File: src/rtl/regfile_write_scheduler_pkg.sv
// Shared types for the register-file write scheduler: operand widths and
// the write-port source selector.
package regfile_write_scheduler_pkg;

    typedef logic [4:0]  RegAddress;
    typedef logic [31:0] Word;

    typedef enum logic [1:0] {
        WPS_NONE,
        WPS_WB,
        WPS_BUF,
        WPS_LU
    } WritePortSrc;

    localparam int unsigned NUM_REGS = 32;

endpackage

File: src/rtl/regfile_write_scheduler_result_skid_buffer.sv
// One-entry result buffer holding a long-latency result that lost the
// write port to writeback; drains when the port is next free.
import regfile_write_scheduler_pkg::*;

module result_skid_buffer (
    input  logic      clk,
    input  logic      reset,
    input  logic      capture,
    input  RegAddress capture_rd,
    input  Word       capture_data,
    input  logic      drain,
    output logic      buf_valid,
    output RegAddress buf_rd,
    output Word       buf_data
);

    // Capture only happens while empty and drain only while full, so the
    // two never coincide.
    always_ff @(posedge clk) begin
        if (reset) begin
            buf_valid <= 1'b0;
            buf_rd    <= '0;
            buf_data  <= '0;
        end else if (capture) begin
            buf_valid <= 1'b1;
            buf_rd    <= capture_rd;
            buf_data  <= capture_data;
        end else if (drain) begin
            buf_valid <= 1'b0;
        end
    end

endmodule

File: src/rtl/regfile_write_scheduler.sv
// Write-port arbiter, busy scoreboard and decode stall for the register file.
// Optional operand bypass from the committing result: REGFILE_SCHED_BYPASS_EN.
import regfile_write_scheduler_pkg::*;

module regfile_write_scheduler (
    input  logic      clk,
    input  logic      reset,
    input  RegAddress wb_rd,
    input  Word       wb_data,
    input  logic      issue_valid,
    input  RegAddress issue_rd,
    input  logic      lu_valid,
    input  RegAddress lu_rd,
    input  Word       lu_data,
    output logic      lu_ready,
    input  logic      query_valid,
    input  RegAddress query_rs1,
    input  RegAddress query_rs2,
    input  RegAddress query_rd,
    output logic      stall,
    output RegAddress rf_addr_write,
    output Word       rf_in,
    output logic      byp1_hit,
    output logic      byp2_hit,
    output Word       byp1_data,
    output Word       byp2_data
);

    logic [NUM_REGS-1:0] busy;
    logic [NUM_REGS-1:0] busy_next;
    logic [NUM_REGS-1:0] busy_eff;

    logic        buf_valid;
    RegAddress   buf_rd;
    Word         buf_data;
    WritePortSrc src;
    logic        clear_en;
    logic        accept;
    logic        capture;

    assign lu_ready = !buf_valid && !reset;
    assign accept   = lu_valid && lu_ready;
    assign capture  = accept && (src == WPS_WB);
    assign clear_en = (src == WPS_BUF) || (src == WPS_LU);

    result_skid_buffer u_skid (
        .clk          (clk),
        .reset        (reset),
        .capture      (capture),
        .capture_rd   (lu_rd),
        .capture_data (lu_data),
        .drain        (src == WPS_BUF),
        .buf_valid    (buf_valid),
        .buf_rd       (buf_rd),
        .buf_data     (buf_data)
    );

    always_comb begin
        src = WPS_NONE;
        if (!reset) begin
            if (wb_rd != '0)
                src = WPS_WB;
            else if (buf_valid)
                src = WPS_BUF;
            else if (lu_valid)
                src = WPS_LU;
        end
    end

    always_comb begin
        rf_addr_write = '0;
        rf_in         = '0;
        case (src)
            WPS_WB:  begin rf_addr_write = wb_rd;  rf_in = wb_data;  end
            WPS_BUF: begin rf_addr_write = buf_rd; rf_in = buf_data; end
            WPS_LU:  begin rf_addr_write = lu_rd;  rf_in = lu_data;  end
            default: begin rf_addr_write = '0;     rf_in = '0;       end
        endcase
    end

    // Set is applied after clear so an issue to the register being
    // committed this cycle leaves it busy.
    always_comb begin
        busy_next = busy;
        if (clear_en)
            busy_next[rf_addr_write] = 1'b0;
        if (issue_valid && issue_rd != '0)
            busy_next[issue_rd] = 1'b1;
        busy_next[0] = 1'b0;
    end

    always_comb begin
        busy_eff = busy;
`ifdef REGFILE_SCHED_BYPASS_EN
        if (clear_en)
            busy_eff[rf_addr_write] = 1'b0;
`endif
        busy_eff[0] = 1'b0;
    end

    assign stall = !reset && query_valid &&
                   (busy_eff[query_rs1] || busy_eff[query_rs2] || busy_eff[query_rd]);

`ifdef REGFILE_SCHED_BYPASS_EN
    assign byp1_hit  = clear_en && query_rs1 != '0 && query_rs1 == rf_addr_write;
    assign byp2_hit  = clear_en && query_rs2 != '0 && query_rs2 == rf_addr_write;
    assign byp1_data = rf_in;
    assign byp2_data = rf_in;
`else
    assign byp1_hit  = 1'b0;
    assign byp2_hit  = 1'b0;
    assign byp1_data = '0;
    assign byp2_data = '0;
`endif

    always_ff @(posedge clk) begin
        if (reset) begin
            busy <= '0;
        end else begin
            busy <= busy_next;
            assert (!(issue_valid && issue_rd != '0 && busy_eff[issue_rd]));
            assert (!(accept && !busy[lu_rd]));
            assert (!(lu_valid && lu_rd == '0));
        end
    end

endmodule

File: config.mk
export PLATFORM = sky130hd
export DESIGN_NAME = regfile_write_scheduler
export DESIGN_NICKNAME = d
export VERILOG_FILES = /design/src/rtl/regfile_write_scheduler_pkg.sv /design/src/rtl/regfile_write_scheduler_result_skid_buffer.sv /design/src/rtl/regfile_write_scheduler.sv
export SDC_FILE = /design/constraint.sdc
export NUM_CORES = 1
export LEC_CHECK = 0
export CAP_MARGIN = 25
export CORE_ASPECT_RATIO = 1.75
export CORE_MARGIN = 2
export CORE_UTILIZATION = 40
export DETAILED_ROUTE_END_ITERATION = 10
export GPL_TIMING_DRIVEN = 0
export PLACE_DENSITY = 0.75
export SLEW_MARGIN = 20
export SYNTH_ARGS = -nofsm -noshare
export SYNTH_HDL_FRONTEND = slang
export SYNTH_HIERARCHICAL = 1
export SYNTH_SLANG_ARGS = --single-unit
File: constraint.sdc
create_clock -name clk -period 3.6 [get_ports clk]
set_input_delay 0.36 -clock clk [delete_from_list [all_inputs] [get_ports clk]]
set_output_delay 0.36 -clock clk [all_outputs]
set_load 0.02 [all_outputs]
==> results.yml <==
outcome:
  status: "completed"
routing:
  ant_nets: 0
  drc_errors: 0
  first_pass_iters: 5
  drt-initial-drc-count: 246
  vias: 5224
  vias_per_cell: 5.14
  detail_route.wl_per_cell_um: 16.3
  wirelength_um: 16600
synthesis:
  yosysSeqAreaShare_pct: 27.0
  ys_ff_latch: 69
  synth_top_cell_area_share_pct: 27.0
  yosysWarnings: 6
  synth_area_leaders: "dfxtp_1, nor2_1, mux2i_1, buf_4, mux4_2"
  synth_edf_count: 0
  ys_types: 51
  syn_area_mm2: 0.00511
  syn_area_per_cell_um2: 8.05
  synth_commonest_cells: "nor2_1, dfxtp_1, buf_4, mux2i_1, a21oi_1"
  syn_inst: 635
  async_reset_ff_share_pct: 0
  synth_top_area_cell: "dfxtp_1"
  synthFlopType: "dfxtp_1"
  synth_most_common_cell: "nor2_1"
placed_design:
  place_congestion: 0.884
  io_buffers: 128
  place_hpwl_um: 12900
  post-place-cells: 996
  placed_area_mm2: 0.00685
die:
  start_util_pct: 40.9
  die_w_um: 89.4
  core-area_mm2: 0.0125
  die_area_mm2: 0.0137
  io_pins: 204
  rows: 54
  dieHeight_um: 154
worst_setup_path:
  worstPathMaxFanout: 10
  crit_family: "buffers and inverters"
  critPathSlowestCell: "clkdlybuf4s50_1"
  slowest_delay_ns: 0.63
  cp-start-kind: "input pin"
  reg2reg_to: "busy[29]"
  end_kind: "output pin"
  ff2ff_path_depth: 10
  required_ns: 3.24
  r2r_start: "u_skid/buf_valid"
  crit_buf_inv: 4
  r2r_slack_ns: 1.24
  cp_cell_sequence: "clkdlybuf4s50_1 -> nand2b_1 -> clkbuf_1 -> clkbuf_1 -> nor2_1 -> a21oi_1 -> o22ai_1 -> nor2_1 -> clkdlybuf4s50_1"
  critPathArrivalTime_ns: 3.12
  crit_type: "in -> out"
layout:
  area_growth_syn_to_layout_pct: 42.6
  antennaDiodeCount: 0
  finish.instance_area_mm2: 0.00729
  fill_cells: 1160
  multi_input_area_mm2: 0.00321
  regArea_mm2: 0.00138
  utilization_pct: 58.3
  nets: 943
  instances_no_fill: 1017
  drive_gt1_share_pct: 17.1
sta:
  fin_worst_skew_ns: 0.00546
  min_period_over_period_pct: 96.6
  slew_headroom_pct: 49.5
  worst_slew_pin_slew_ns: 0.757
  rsz0062_at_grt: "false"
  maxSlewViolCount: 0
  fin_crit_ns: 3.48
  hold_viol: 0
  setup_viol: 0
  fmax_mhz: 287
grt:
  track_usage_pct: 24.2
  antenna_found_initial: 0
  overflow: 0
  grt_pass1_wl_um: 25700
  grt_start_max_net_pins: 13
  grt_pass1_vias: 5130
clocking:
  cts.sinks: 69
  cts_tree: "done"
  cts.htree.levels: 3
  cts_root_buf: "clkbuf_16"
  numCtsBuffers: 9
  ctsLongestPathBuffers: 2
  clkTransAtPathRegs_ns: 0.05
  clk_latency_ns: 0.34
worst_hold_path:
  hold_end: "busy[1]"
  whs_path_depth: 2
  hold_path_class: "in -> reg"
  hold_start: "issue_rd[2]"
power_and_ir_drop:
  power.leakage_uw: 0.00298
  total_power_uw: 2540
  peakVddDrop_v: 0.000323
  power.density_mw_per_mm2: 349
job:
  drv_cap: 0
## power breakdown
group	switching, uW	total, uW	internal [uW]	leakage (uW)
registers	17.6	808	791	0.000561
clock network	334	1080	747	0.000169
logic	344	651	307	0.00225
## routing by layer
metal / up-vias / routed length [um] / track usage (%) / part of all wire, %
li1: 2566 / - / - / -
met1: 2373 / 5580 / 24.0 / 34
met2: 237 / 9080 / 45.2 / 55
met3: 48 / 1170 / 4.88 / 7.0
met4: 0 / 734 / 12.5 / 4.4
met5: - / 0 / 0 / 0
## worst max-delay path by stage
stage,from,to,slack [ns],cells past startpoint
final,lu_valid,rf_in[23],0.12,9
after global placement,wb_rd[0],rf_addr_write[3],-0.19,7
after floorplan,wb_rd[0],rf_in[16],0.93,7
after global routing,lu_valid,rf_in[28],0.008,9
after detailed placement,wb_rd[0],rf_in[16],-0.19,9
after CTS,wb_rd[0],rf_in[20],-0.02,10
## timing repair
item | in CTS | in global routing
pin swaps | 0 | 2
setup endpoints to repair | 34 | 33
hold endpoints to repair | 0 | 0
setup buffers | 0 | 5
hold buffers | 0 | 0
resized for setup | 8 | 18
## cell usage in the layout, fill, tap and decap left out, types with 3 or more instances in the layout
master             n
conb_1            66
a211oi_1           8
mux4_2            16
o41ai_1            3
clkbuf_16          9
o211ai_2           9
buf_4             74
nand2_1           15
bufinv_16          4
a31oi_1            4
o21ai_1            4
a21oi_1           48
dlymetal6s2s_1     3
o22ai_1           30
mux2i_1           52
nand2b_1           8
nand3_1           10
nor2_1           141
dfxtp_1           69
clkbuf_2           6
clkdlybuf4s50_1  125
clkbuf_1          25
nor3b_1            3
nor3_1             4
o21ai_0           27
buf_6              5
buf_2              8
o211ai_1          20
and3_1             3
nor2b_1           13
## sequential cells by signal (all words and copies together), names as in the netlist
| register | flops |
|---|---|
| u_skid/buf_valid | 1 |
| u_skid/buf_rd | 5 |
| u_skid/buf_data | 32 |
| busy | 31 |
## cell families after synthesis
| group | Yosys count | synth area share [%] |
|---|---|---|
| AOI/OAI and AO/OA | 168 | 22.5 |
| other | 1 | 0.0734 |
| buffers and inverters | 119 | 15.2 |
| and+or+nand+nor | 210 | 18.0 |
| DFF | 69 | 27.0 |
| muxes | 68 | 17.2 |
## metrics by stage
| stage | hold slack, ns | TNS [ns] | worst slack, ns |
|---|---|---|---|
| 2_1_floorplan | 0.460 | 0 | 0.933 |
| 3_3_place_gp | 0.473 | -5.46 | -0.188 |
| 3_5_place_dp | 0.483 | -5.01 | -0.186 |
| 4_1_cts | 0.452 | -0.0622 | -0.0227 |
| 5_1_grt | 0.501 | 0 | 0.00822 |
| 6_report | 0.469 | 0 | 0.121 |
## cell type report
type	instances	share of cell area [%]
multi-input cells	512	44.1
flip-flops and latches	69	19.0
repair buffers	133	18.2
plain buffers	115	10.7
clock buffers	10	3.14
well taps	168	2.88
clock inverters	6	1.85
inverters	4	0.206
## worst register-to-register path, cell delays in order (launching register included)
cell      delay (ns)
dfxtp_1         0.34
nand2b_1        0.15
clkbuf_1        0.26
nor3_1          0.38
a222oi_1        0.15
buf_4           0.19
buf_4           0.13
or2_1           0.23
buf_6           0.15
o211ai_2        0.14
o21ai_0         0.10
Note: power is estimated with default switching activity, not from simulation.
